==> src/rtl/alu_pipe.sv <==
// alu_pipe: two-stage pipelined ALU with valid/ready handshakes on both sides.
//   Stage 1 registers the operands and opcode; stage 2 registers the result and
//   status flags computed combinationally from stage 1. Sustains one op/cycle
//   and holds up to two operations when the consumer stalls.
// Ports:
//   clk, rst            clock, asynchronous active-high reset
//   i_valid / o_ready   input handshake (o_ready depends on i_ready, never on i_valid)
//   i_ope1, i_ope2      signed operands; i_ope2 is the unsigned shift amount for shifts
//   i_opcode            operation select
//   o_valid / i_ready   output handshake
//   o_result            result
//   o_zero, o_neg       result == 0, result MSB
//   o_carry, o_ovf      ADD carry / SUB borrow, signed overflow (ADD/SUB only)
//   o_err               opcode not recognised (result forced to 0)
module alu_pipe #(
  parameter int BUS_LEN    = 8,
  parameter int OPCODE_LEN = 6
) (
  input  logic                  clk,
  input  logic                  rst,
  input  logic                  i_valid,
  output logic                  o_ready,
  input  logic [BUS_LEN-1:0]    i_ope1,
  input  logic [BUS_LEN-1:0]    i_ope2,
  input  logic [OPCODE_LEN-1:0] i_opcode,
  output logic                  o_valid,
  input  logic                  i_ready,
  output logic [BUS_LEN-1:0]    o_result,
  output logic                  o_zero,
  output logic                  o_neg,
  output logic                  o_carry,
  output logic                  o_ovf,
  output logic                  o_err
);

  localparam int M = BUS_LEN - 1;

  localparam logic [OPCODE_LEN-1:0] OP_SLL  = OPCODE_LEN'(6'b000000);
  localparam logic [OPCODE_LEN-1:0] OP_SRL  = OPCODE_LEN'(6'b000010);
  localparam logic [OPCODE_LEN-1:0] OP_SRA  = OPCODE_LEN'(6'b000011);
  localparam logic [OPCODE_LEN-1:0] OP_ADD  = OPCODE_LEN'(6'b100000);
  localparam logic [OPCODE_LEN-1:0] OP_SUB  = OPCODE_LEN'(6'b100010);
  localparam logic [OPCODE_LEN-1:0] OP_AND  = OPCODE_LEN'(6'b100100);
  localparam logic [OPCODE_LEN-1:0] OP_OR   = OPCODE_LEN'(6'b100101);
  localparam logic [OPCODE_LEN-1:0] OP_XOR  = OPCODE_LEN'(6'b100110);
  localparam logic [OPCODE_LEN-1:0] OP_NOR  = OPCODE_LEN'(6'b100111);
  localparam logic [OPCODE_LEN-1:0] OP_SLT  = OPCODE_LEN'(6'b101010);
  localparam logic [OPCODE_LEN-1:0] OP_SLTU = OPCODE_LEN'(6'b101011);

  typedef struct packed {
    logic [BUS_LEN-1:0]    a;
    logic [BUS_LEN-1:0]    b;
    logic [OPCODE_LEN-1:0] op;
  } s1_t;

  typedef struct packed {
    logic [BUS_LEN-1:0] res;
    logic               zero;
    logic               neg;
    logic               carry;
    logic               ovf;
    logic               err;
  } out_t;

  logic   r_s1_valid;
  s1_t    r_s1;
  logic   r_o_valid;
  out_t   r_out;

  logic   w_in_hs;
  logic   w_adv2;
  out_t   w_out;
  logic [BUS_LEN:0]   w_sum;
  logic [BUS_LEN:0]   w_dif;
  logic [BUS_LEN-1:0] w_shamt;

  // Handshake / advance control
  assign w_adv2  = r_s1_valid && (!r_o_valid || i_ready);
  assign o_ready = !rst && (!r_s1_valid || w_adv2);
  assign w_in_hs = i_valid && o_ready;

  // Extra MSB of the unsigned sum is the carry; of the unsigned difference, the borrow.
  assign w_sum   = {1'b0, r_s1.a} + {1'b0, r_s1.b};
  assign w_dif   = {1'b0, r_s1.a} - {1'b0, r_s1.b};
  assign w_shamt = r_s1.b % BUS_LEN'(BUS_LEN);

  always_comb begin
    w_out = '0;
    case (r_s1.op)
      OP_ADD: begin
        w_out.res   = w_sum[M:0];
        w_out.carry = w_sum[BUS_LEN];
        w_out.ovf   = (r_s1.a[M] == r_s1.b[M]) && (w_sum[M] != r_s1.a[M]);
      end
      OP_SUB: begin
        w_out.res   = w_dif[M:0];
        w_out.carry = w_dif[BUS_LEN];
        w_out.ovf   = (r_s1.a[M] != r_s1.b[M]) && (w_dif[M] != r_s1.a[M]);
      end
      OP_AND:  w_out.res = r_s1.a & r_s1.b;
      OP_OR:   w_out.res = r_s1.a | r_s1.b;
      OP_XOR:  w_out.res = r_s1.a ^ r_s1.b;
      OP_NOR:  w_out.res = ~(r_s1.a | r_s1.b);
      OP_SRA:  w_out.res = $signed(r_s1.a) >>> w_shamt;
      OP_SRL:  w_out.res = r_s1.a >> w_shamt;
      OP_SLL:  w_out.res = r_s1.a << w_shamt;
      OP_SLT:  w_out.res = {{M{1'b0}}, ($signed(r_s1.a) < $signed(r_s1.b))};
      OP_SLTU: w_out.res = {{M{1'b0}}, (r_s1.a < r_s1.b)};
      default: w_out.err = 1'b1;
    endcase
    w_out.zero = (w_out.res == '0);
    w_out.neg  = w_out.res[M];
  end

  // Stage 1: a new accept takes priority; it can coincide with s1 draining.
  always_ff @(posedge clk or posedge rst) begin
    if (rst) begin
      r_s1_valid <= 1'b0;
      r_s1       <= '0;
    end else if (w_in_hs) begin
      r_s1_valid <= 1'b1;
      r_s1       <= '{a: i_ope1, b: i_ope2, op: i_opcode};
    end else if (w_adv2) begin
      r_s1_valid <= 1'b0;
    end
  end

  // Stage 2: result and flags only change on advance, so they hold while stalled.
  always_ff @(posedge clk or posedge rst) begin
    if (rst) begin
      r_o_valid <= 1'b0;
      r_out     <= '0;
    end else if (w_adv2) begin
      r_o_valid <= 1'b1;
      r_out     <= w_out;
    end else if (i_ready) begin
      r_o_valid <= 1'b0;
    end
  end

  assign o_valid  = r_o_valid;
  assign o_result = r_out.res;
  assign o_zero   = r_out.zero;
  assign o_neg    = r_out.neg;
  assign o_carry  = r_out.carry;
  assign o_ovf    = r_out.ovf;
  assign o_err    = r_out.err;

endmodule

==> config.mk <==
export PLATFORM = sky130hd
export DESIGN_NAME = alu_pipe
export DESIGN_NICKNAME = d
export VERILOG_FILES = /design/src/rtl/alu_pipe.sv
export SDC_FILE = /design/constraint.sdc
export NUM_CORES = 1
export LEC_CHECK = 0
export BUFFER_PORTS_ARGS = -buffer_cell sky130_fd_sc_hd__clkbuf_2
export CAP_MARGIN = 20
export CORE_MARGIN = 5
export CORE_UTILIZATION = 30
export DETAILED_ROUTE_END_ITERATION = 7
export PLACE_DENSITY = 0.53
export SLEW_MARGIN = 20
export SYNTH_ARGS = -nofsm -noshare
export SYNTH_HDL_FRONTEND = slang
export SYNTH_SLANG_ARGS = --single-unit
==> constraint.sdc <==
create_clock -name clk -period 2.45 [get_ports clk]
set_input_delay 0.245 -clock clk [delete_from_list [all_inputs] [get_ports clk]]
set_output_delay 0.245 -clock clk [all_outputs]
set_load 0.01 [all_outputs]
==> run summary, run 1 <==
CP bufs+invs: 3
failing checks: negative hold slack, negative setup slack
dpl hpwl: 8470 um
setup ws final: -0.0514 ns
worst path required time: 2.65 ns
row count: 39
CTS tree: yes
GPL Wtd Cong: 0.915
Remaining DRCs: 0
Fin. Hold Viols: 14
Core ar.: 11400 sq um
Port Buffers: 40
dominant cells by area after synthesis: dfrtp_1 26%, ha_1 9.0%, mux2_2 8.1%, mux4_2 5.2%, mux2i_1 3.7%
Die ar.: 13800 sq um
drt wl/cell: 18.0 um
root buf cell: clkbuf_16
cell mode on critical path: buf_12
slowest CP cell: dfrtp_2
Layout area overhead: 34.9%
Die W: 118 um
Initial Util: 0.306
Clk Latency, worst-skew pair: 0.30 ns
Initial DRC Count: 179
Critical Path Fanout Max: 8
largest net degree at the start of global routing: 24
H-tree depth: 2
commonest register cell after synthesis: dfrtp_1
synth unique cells: 72
initial antenna violation count: 0
Commonest cells post-synth: 36 x dfrtp_1, 34 x nand2_1, 25 x ha_1, 25 x mux2_2, 24 x inv_1
CTS max path bufs: 2
Max Slew Vio Count: 0
worst hold slack: -0.0163 ns
# diodes: 0
CP delay by family, top: compound AO/OA/AOI/OAI gates
CP endpoint kind: flip-flop
final period utilization: 1.02
top-area cell type share of the netlist area: 0.259
Max Cap Viol: 0
Worst Tran Pin Value: 0.576 ns
worst hold path type: in2async
minimum clock period: 2.50 ns
Power Density: 761 nW/um^2
final instance area: 4690 sq um
Setup WS pre-CTS: -0.145 ns
beginning of the worst register-to-register path: r_s1[6]$_DFFE_PP0P_
share of the yosys chip area belonging to registers: 0.259
number of vias per cell: 5.43
R2R Setup Slk: -0.05 ns
Final setup viols: 1
f_max: 400 MHz
EDFF count, synth: 0
reg-to-reg critical path endpoint: o_zero$_DFFE_PP0P_
Post-Syn Area per Cell: 9.37 sq um
Post-Syn Nets: 424
layout cells sized above 1: 0.449
area leader, netlist: dfrtp_1
WP data arrival: 2.70 ns
First-pass DRT Iterations: 5
GRT Total Usage: 0.159
Clock Skew: 0.00542 ns
Layout fillers: 1119
Cells after Synth: 371
Worst Reg-to-Reg Cells: 10
total grt overflow: 0
Slew headroom: 0.613
Syn. warnings: 0
Worst-path clk slew: 0.06 ns
hold buffers post-CTS: 0
slowest stage delay, CP: 0.45 ns
status: complete, but fails checks
crit path kind: reg2reg
dpl cell area: 4180 sq um
global-route wire length before repair: 17700 um
Num CTS Buffers: 5
RSZ-0062 raised after global routing: true
crit path cell chain: buf_12 -> buf_12 -> buf_4 -> and3b_1 -> a21oi_1 -> o22ai_2 -> a221oi_2 -> o221a_2 -> nand4_2 -> o41ai_2
crit start category: flip-flop
vias in the first global route: 3279
Synth Register Bits: 36
IO Pins: 41
total length of routed wires: 11000 um
# nets final: 520
Static Leak: 2.07 nW
Final ANT Viol Nets: 0
die height: 118 um
count leader, synth: dfrtp_1
FFs w/ async S/R, synth: 1.00
via count of the routed design: 3318
Worst IR Drop VDD: 0.000349 V
Syn Std Cell Area: 3470 sq um
# clock sinks: 36
-- worst max path at each step --
stage | start | end | slack [ns] | depth (start not counted)
finish | r_s1[6]$_DFFE_PP0P_ | o_zero$_DFFE_PP0P_ | -0.05 | 10
global route | r_s1[6]$_DFFE_PP0P_ | o_zero$_DFFE_PP0P_ | -0.14 | 9
CTS | r_s1[6]$_DFFE_PP0P_ | o_zero$_DFFE_PP0P_ | 0.005 | 9
detailed placement | r_s1[7]$_DFFE_PP0P_ | o_result[7]$_DFFE_PP0P_ | -0.14 | 9
global placement | r_s1[7]$_DFFE_PP0P_ | o_result[7]$_DFFE_PP0P_ | -0.19 | 9
floorplan | r_s1[7]$_DFFE_PP0P_ | o_zero$_DFFE_PP0P_ | 0.0001 | 10
-- metrics by stage --
step	utilization	TNS, ns	total power, mW	instances	hold slack (ns)
final	0.412	-0.0514	3.57	611	-0.0163
after global routing	0.412	-0.181	3.80	611	0.0570
after global placement	0.368	-0.373	2.59	593	0.314
after CTS	0.397	0	3.44	608	0.0108
after floorplan	-	0	1.96	371	0.396
after detailed placement	0.368	-0.285	2.59	593	0.329
-- cell usage in the layout (no fill, tap or decap), types with 13 or more instances in the layout --
cell       n
inv_1     21
o21ai_0   15
buf_4     71
dfrtp_1   32
ha_1      18
clkbuf_2  40
mux2i_1   13
nand2_1   34
nor3_1    14
mux2_2    25
nor2_1    13
-- cells by family after synthesis --
family	after synthesis	share of synthesized area
simple gates	108	0.169
compound gates	94	0.198
xor+xnor	8	0.0202
buf+inv	50	0.0706
flops	36	0.259
mux	48	0.182
fa+ha+maj	27	0.102
-- power by group --
part	switching, mW	internal, mW	leakage (nW)	total (mW)
clock network	0.279	0.406	0.0701	0.684
logic	1.05	1.00	1.56	2.05
registers	0.115	0.719	0.433	0.834
total	1.44	2.13	2.07	3.57
-- area by class of cell --
| class | count | area [sq um] | share of cell area |
|---|---|---|---|
| Inverter | 25 | 93.8 | 0.0200 |
| Clock inverter | 1 | 7.51 | 0.00160 |
| Multi-Input combinational cell | 285 | 2560 | 0.546 |
| Tap cell | 143 | 179 | 0.0382 |
| Timing Repair Buffer | 114 | 801 | 0.171 |
| Clock buffer | 7 | 143 | 0.0304 |
| Sequential cell | 36 | 906 | 0.193 |
-- metal layers --
| layer | vias up | part of all wire | GRT usage |
|---|---|---|---|
| li1 | 1558 | - | - |
| met1 | 1627 | 0.44 | 0.210 |
| met2 | 120 | 0.49 | 0.256 |
| met3 | 13 | 0.059 | 0.0384 |
| met4 | 0 | 0.017 | 0.0487 |
| met5 | - | 0 | 0 |
-- worst reg2reg max path: stages (launching register included) --
cell and delay, ns:
dfrtp_2 0.45, buf_12 0.15, buf_12 0.13, buf_4 0.14, and3b_1 0.17, a21oi_1 0.23, o22ai_2 0.12, a221oi_2 0.30
o221a_2 0.28, nand4_2 0.10, o41ai_2 0.32
-- registers in the layout, summed over array words and instances, names as in the netlist --
signal      cells
r_s1_valid      1
o_zero          1
o_result        8
o_err           1
o_carry         1
r_s1           22
o_valid         1
o_ovf           1
-- timing repair --
action | in CTS | in global routing
gates cloned | 1 | 0
endpoints found under the setup margin | 3 | 4
gates resized for setup | 22 | 30
buffers inserted | 6 | 3
pin swaps | 6 | 16
(Power assumes the default switching activity.)
==> run 2: changes to the inputs <==
--- a/config.mk
+++ b/config.mk
@@ -5,12 +5,13 @@
 export SDC_FILE = /design/constraint.sdc
 export NUM_CORES = 1
 export LEC_CHECK = 0
+export ABC_AREA = 1
 export BUFFER_PORTS_ARGS = -buffer_cell sky130_fd_sc_hd__clkbuf_2
 export CAP_MARGIN = 20
 export CORE_MARGIN = 5
-export CORE_UTILIZATION = 30
+export CORE_UTILIZATION = 40
 export DETAILED_ROUTE_END_ITERATION = 7
-export PLACE_DENSITY = 0.53
+export PLACE_DENSITY = 0.65
 export SLEW_MARGIN = 20
 export SYNTH_ARGS = -nofsm -noshare
 export SYNTH_HDL_FRONTEND = slang
==> run summary, run 2 <==
status: complete, no violations
Layout fillers: 943
cell mode on critical path: nand2_1
Clk pwr share: 0.187
die height: 104 um
worst setup path end: o_zero$_DFFE_PP0P_
Worst Reg-to-Reg Cells: 13
CTS max path bufs: 2
post-synthesis mux area share: 0
Max Cap Viol: 0
Final setup viols: 0
drt wl/cell: 15.3 um
CP bufs+invs: 1
switching pwr: 1.13 mW
H-tree depth: 2
Initial Util: 0.406
setup ws final: 0.171 ns
Max Slew Vio Count: 0
Initial DRC Count: 351
Syn Std Cell Area: 3510 sq um
worst path required time: 2.69 ns
Setup WS pre-CTS: 0.217 ns
cell count along the critical path: 13
Compound-Gate Fraction of Synth Area: 0.0981
Port Buffers: 40
layout cells sized above 1: 0.160
# nets final: 645
share of the yosys chip area belonging to registers: 0.257
Pint: 1.33 mW
# clock sinks: 36
Post-Syn Area per Cell: 6.37 sq um
global-route wire length before repair: 17200 um
placed insts: 692
final instance area: 3930 sq um
Post-Syn Nets: 603
vias in the first global route: 3238
Layout area overhead: 12.2%
initial antenna violation count: 0
RSZ-0062 raised after global routing: false
Num CTS Buffers: 5
CP endpoint kind: flip-flop
fin util: 0.456
count of non-filler cells in the finished layout: 701
root buf cell: clkbuf_8
WP data arrival: 2.52 ns
Syn. warnings: 0
max FFs per register: 22
EDFF count, synth: 0
crit start category: flip-flop
dpl cell area: 3830 sq um
Die W: 104 um
Sequential Power Share: 0.317
count leader, synth: nand2_1
synth unique cells: 36
row count: 34
Clock Skew: 0.00722 ns
CP startpoint: r_s1[14]$_DFFE_PP0P_
reg-to-reg critical path endpoint: o_zero$_DFFE_PP0P_
dominant cells by area after synthesis: dfrtp_1 26%, nand2_1 18%, nand3_1 11%, ha_1 8.9%, nor2_1 6.4%
Cells after Synth: 550
Worst IR Drop VDD: 0.000239 V
commonest non-fill, non-tap cells in the layout: 167 x nand2_1, 76 x nand3_1, 59 x nor2_1, 50 x inv_1, 40 x clkbuf_2
Final ANT Viol Nets: 0
hold buffers post-CTS: 0
CP delay by family, top: simple AND/OR/NAND/NOR gates
Biggest register: r_s1
worst hold path type: in2async
commonest register cell after synthesis: dfrtp_1
crit path cell chain: inv_1 -> ha_1 -> fa_1 -> nand3b_1 -> nand2_1 -> nand3_1 -> nand2_1 -> a21oi_1 -> nor2_1 -> nand2_1 -> nor2_1 -> nand3_1 -> nand2_1
largest net degree at the start of global routing: 46
minimum clock period: 2.28 ns
via count of the routed design: 3654
First-pass DRT Iterations: 5
number of vias per cell: 5.21
Commonest cells post-synth: 167 x nand2_1, 76 x nand3_1, 60 x nor2_1
crit path kind: reg2reg
Synth Area in Simple Gates: 0.439
GRT Total Usage: 0.195
Core ar.: 8640 sq um
final period utilization: 0.930
Die ar.: 10700 sq um
area leader, netlist: dfrtp_1
combinational family with the most area after synthesis: simple AND/OR/NAND/NOR gates
IO Pins: 41
dpl hpwl: 8590 um
most common cell after layout, fill and taps aside: nand2_1
combinational fraction of design power: 0.496
R2R Setup Slk: 0.17 ns
top-area cell type share of the netlist area: 0.257
# diodes: 0
FFs w/ async S/R, synth: 1.00
Power Density: 626 nW/um^2
beginning of the worst register-to-register path: r_s1[14]$_DFFE_PP0P_
Switching Share: 0.461
Slew headroom: 0.686
Synth Register Bits: 36
CTS tree: yes
Critical Path Fanout Max: 4
Worst Tran Pin Value: 0.466 ns
slowest CP cell: fa_1
Setup TNS: 0 ns
Post-Synth XOR/XNOR Area: 0.00749
Static Leak: 2.13 nW
slowest stage delay, CP: 0.43 ns
total grt overflow: 0
f_max: 439 MHz
Fin. Hold Viols: 0
Worst-path clk slew: 0.08 ns
Clk Latency, worst-skew pair: 0.30 ns
GPL Wtd Cong: 0.953
Remaining DRCs: 0
Adder-Cell Fraction of Synth Area: 0.101
total length of routed wires: 10700 um
## run 2: cell count changes in the layout (fill, tap and decap cells not counted), sizes merged, moves of 5 or more
cell	delta
a211oi	-7
a21oi	+18
buf	-58
inv	+32
mux2	-26
mux2i	-13
mux4	-9
nand2	+142
nand2b	-5
nand3	+68
nor2	+57
nor2b	-7
nor3	-11
xnor2	-5
## run 2: cell type report
cell class,count,area [sq um],share of cell area
Multi-Input combinational cell,435,2260,0.575
Sequential cell,36,901,0.229
Timing Repair Buffer,56,320,0.0814
Inverter,58,220,0.0560
Tap cell,108,135,0.0344
Clock buffer,7,86.3,0.0219
Clock inverter,1,7.51,0.00191
## run 2: cells by family (layout without fill, tap and decap cells)
logic type,Yosys count,in the layout
and+or+nand+nor,341,341
buffers and inverters,79,122
DFF,36,36
AOI/OAI and AO/OA,64,64
xor gates and xnor gates,3,3
adders and majority gates,27,27
## run 2: power groups by stage
stage / logic (mW) / clock network, mW / registers [mW]
after floorplan: 0.851 / 0 / 0.799
after global placement: 1.19 / 0 / 0.787
after detailed placement: 1.20 / 0 / 0.794
after CTS: 1.20 / 0.469 / 0.782
after global routing: 1.36 / 0.494 / 0.796
final: 1.22 / 0.462 / 0.781
## run 2: worst min-delay path by stage
stage | slack (ns) | to | cells after the start | start
floorplan | 0.40 | r_s1[7]$_DFFE_PP0P_ | 2 | i_ope2[1]
global placement | 0.39 | r_s1[2]$_DFFE_PP0P_ | 3 | rst
detailed placement | 0.40 | r_s1[2]$_DFFE_PP0P_ | 3 | rst
CTS | 0.08 | r_s1[10]$_DFFE_PP0P_ | 3 | rst
global route | 0.12 | r_s1[13]$_DFFE_PP0P_ | 3 | rst
finish | 0.06 | r_s1[10]$_DFFE_PP0P_ | 3 | rst
## run 2: worst reg2reg max path: stages (launching register included)
cell,delay [ns]
dfrtp_1,0.40
inv_1,0.11
ha_1,0.24
fa_1,0.43
nand3b_1,0.20
nand2_1,0.12
nand3_1,0.12
nand2_1,0.08
a21oi_1,0.05
nor2_1,0.18
nand2_1,0.08
nor2_1,0.08
nand3_1,0.07
nand2_1,0.06
## run 2: layer usage
metal  part of all wire  global-route usage
met2               0.44               0.290
met1               0.47               0.286
met4              0.018              0.0544
met5                  0                   0
met3              0.067              0.0342
## run 2: per-stage QoR
stage               hold WS (ns)  power, mW
global route               0.116       2.65
detailed placement         0.404       1.99
floorplan                  0.404       1.65
global placement           0.385       1.98
CTS                       0.0827       2.45
finish                    0.0624       2.46
## run 2: repair_timing
action                                  CTS  global route
buffers inserted                          0             1
endpoints found under the setup margin    0             2
resized for setup                         0             1
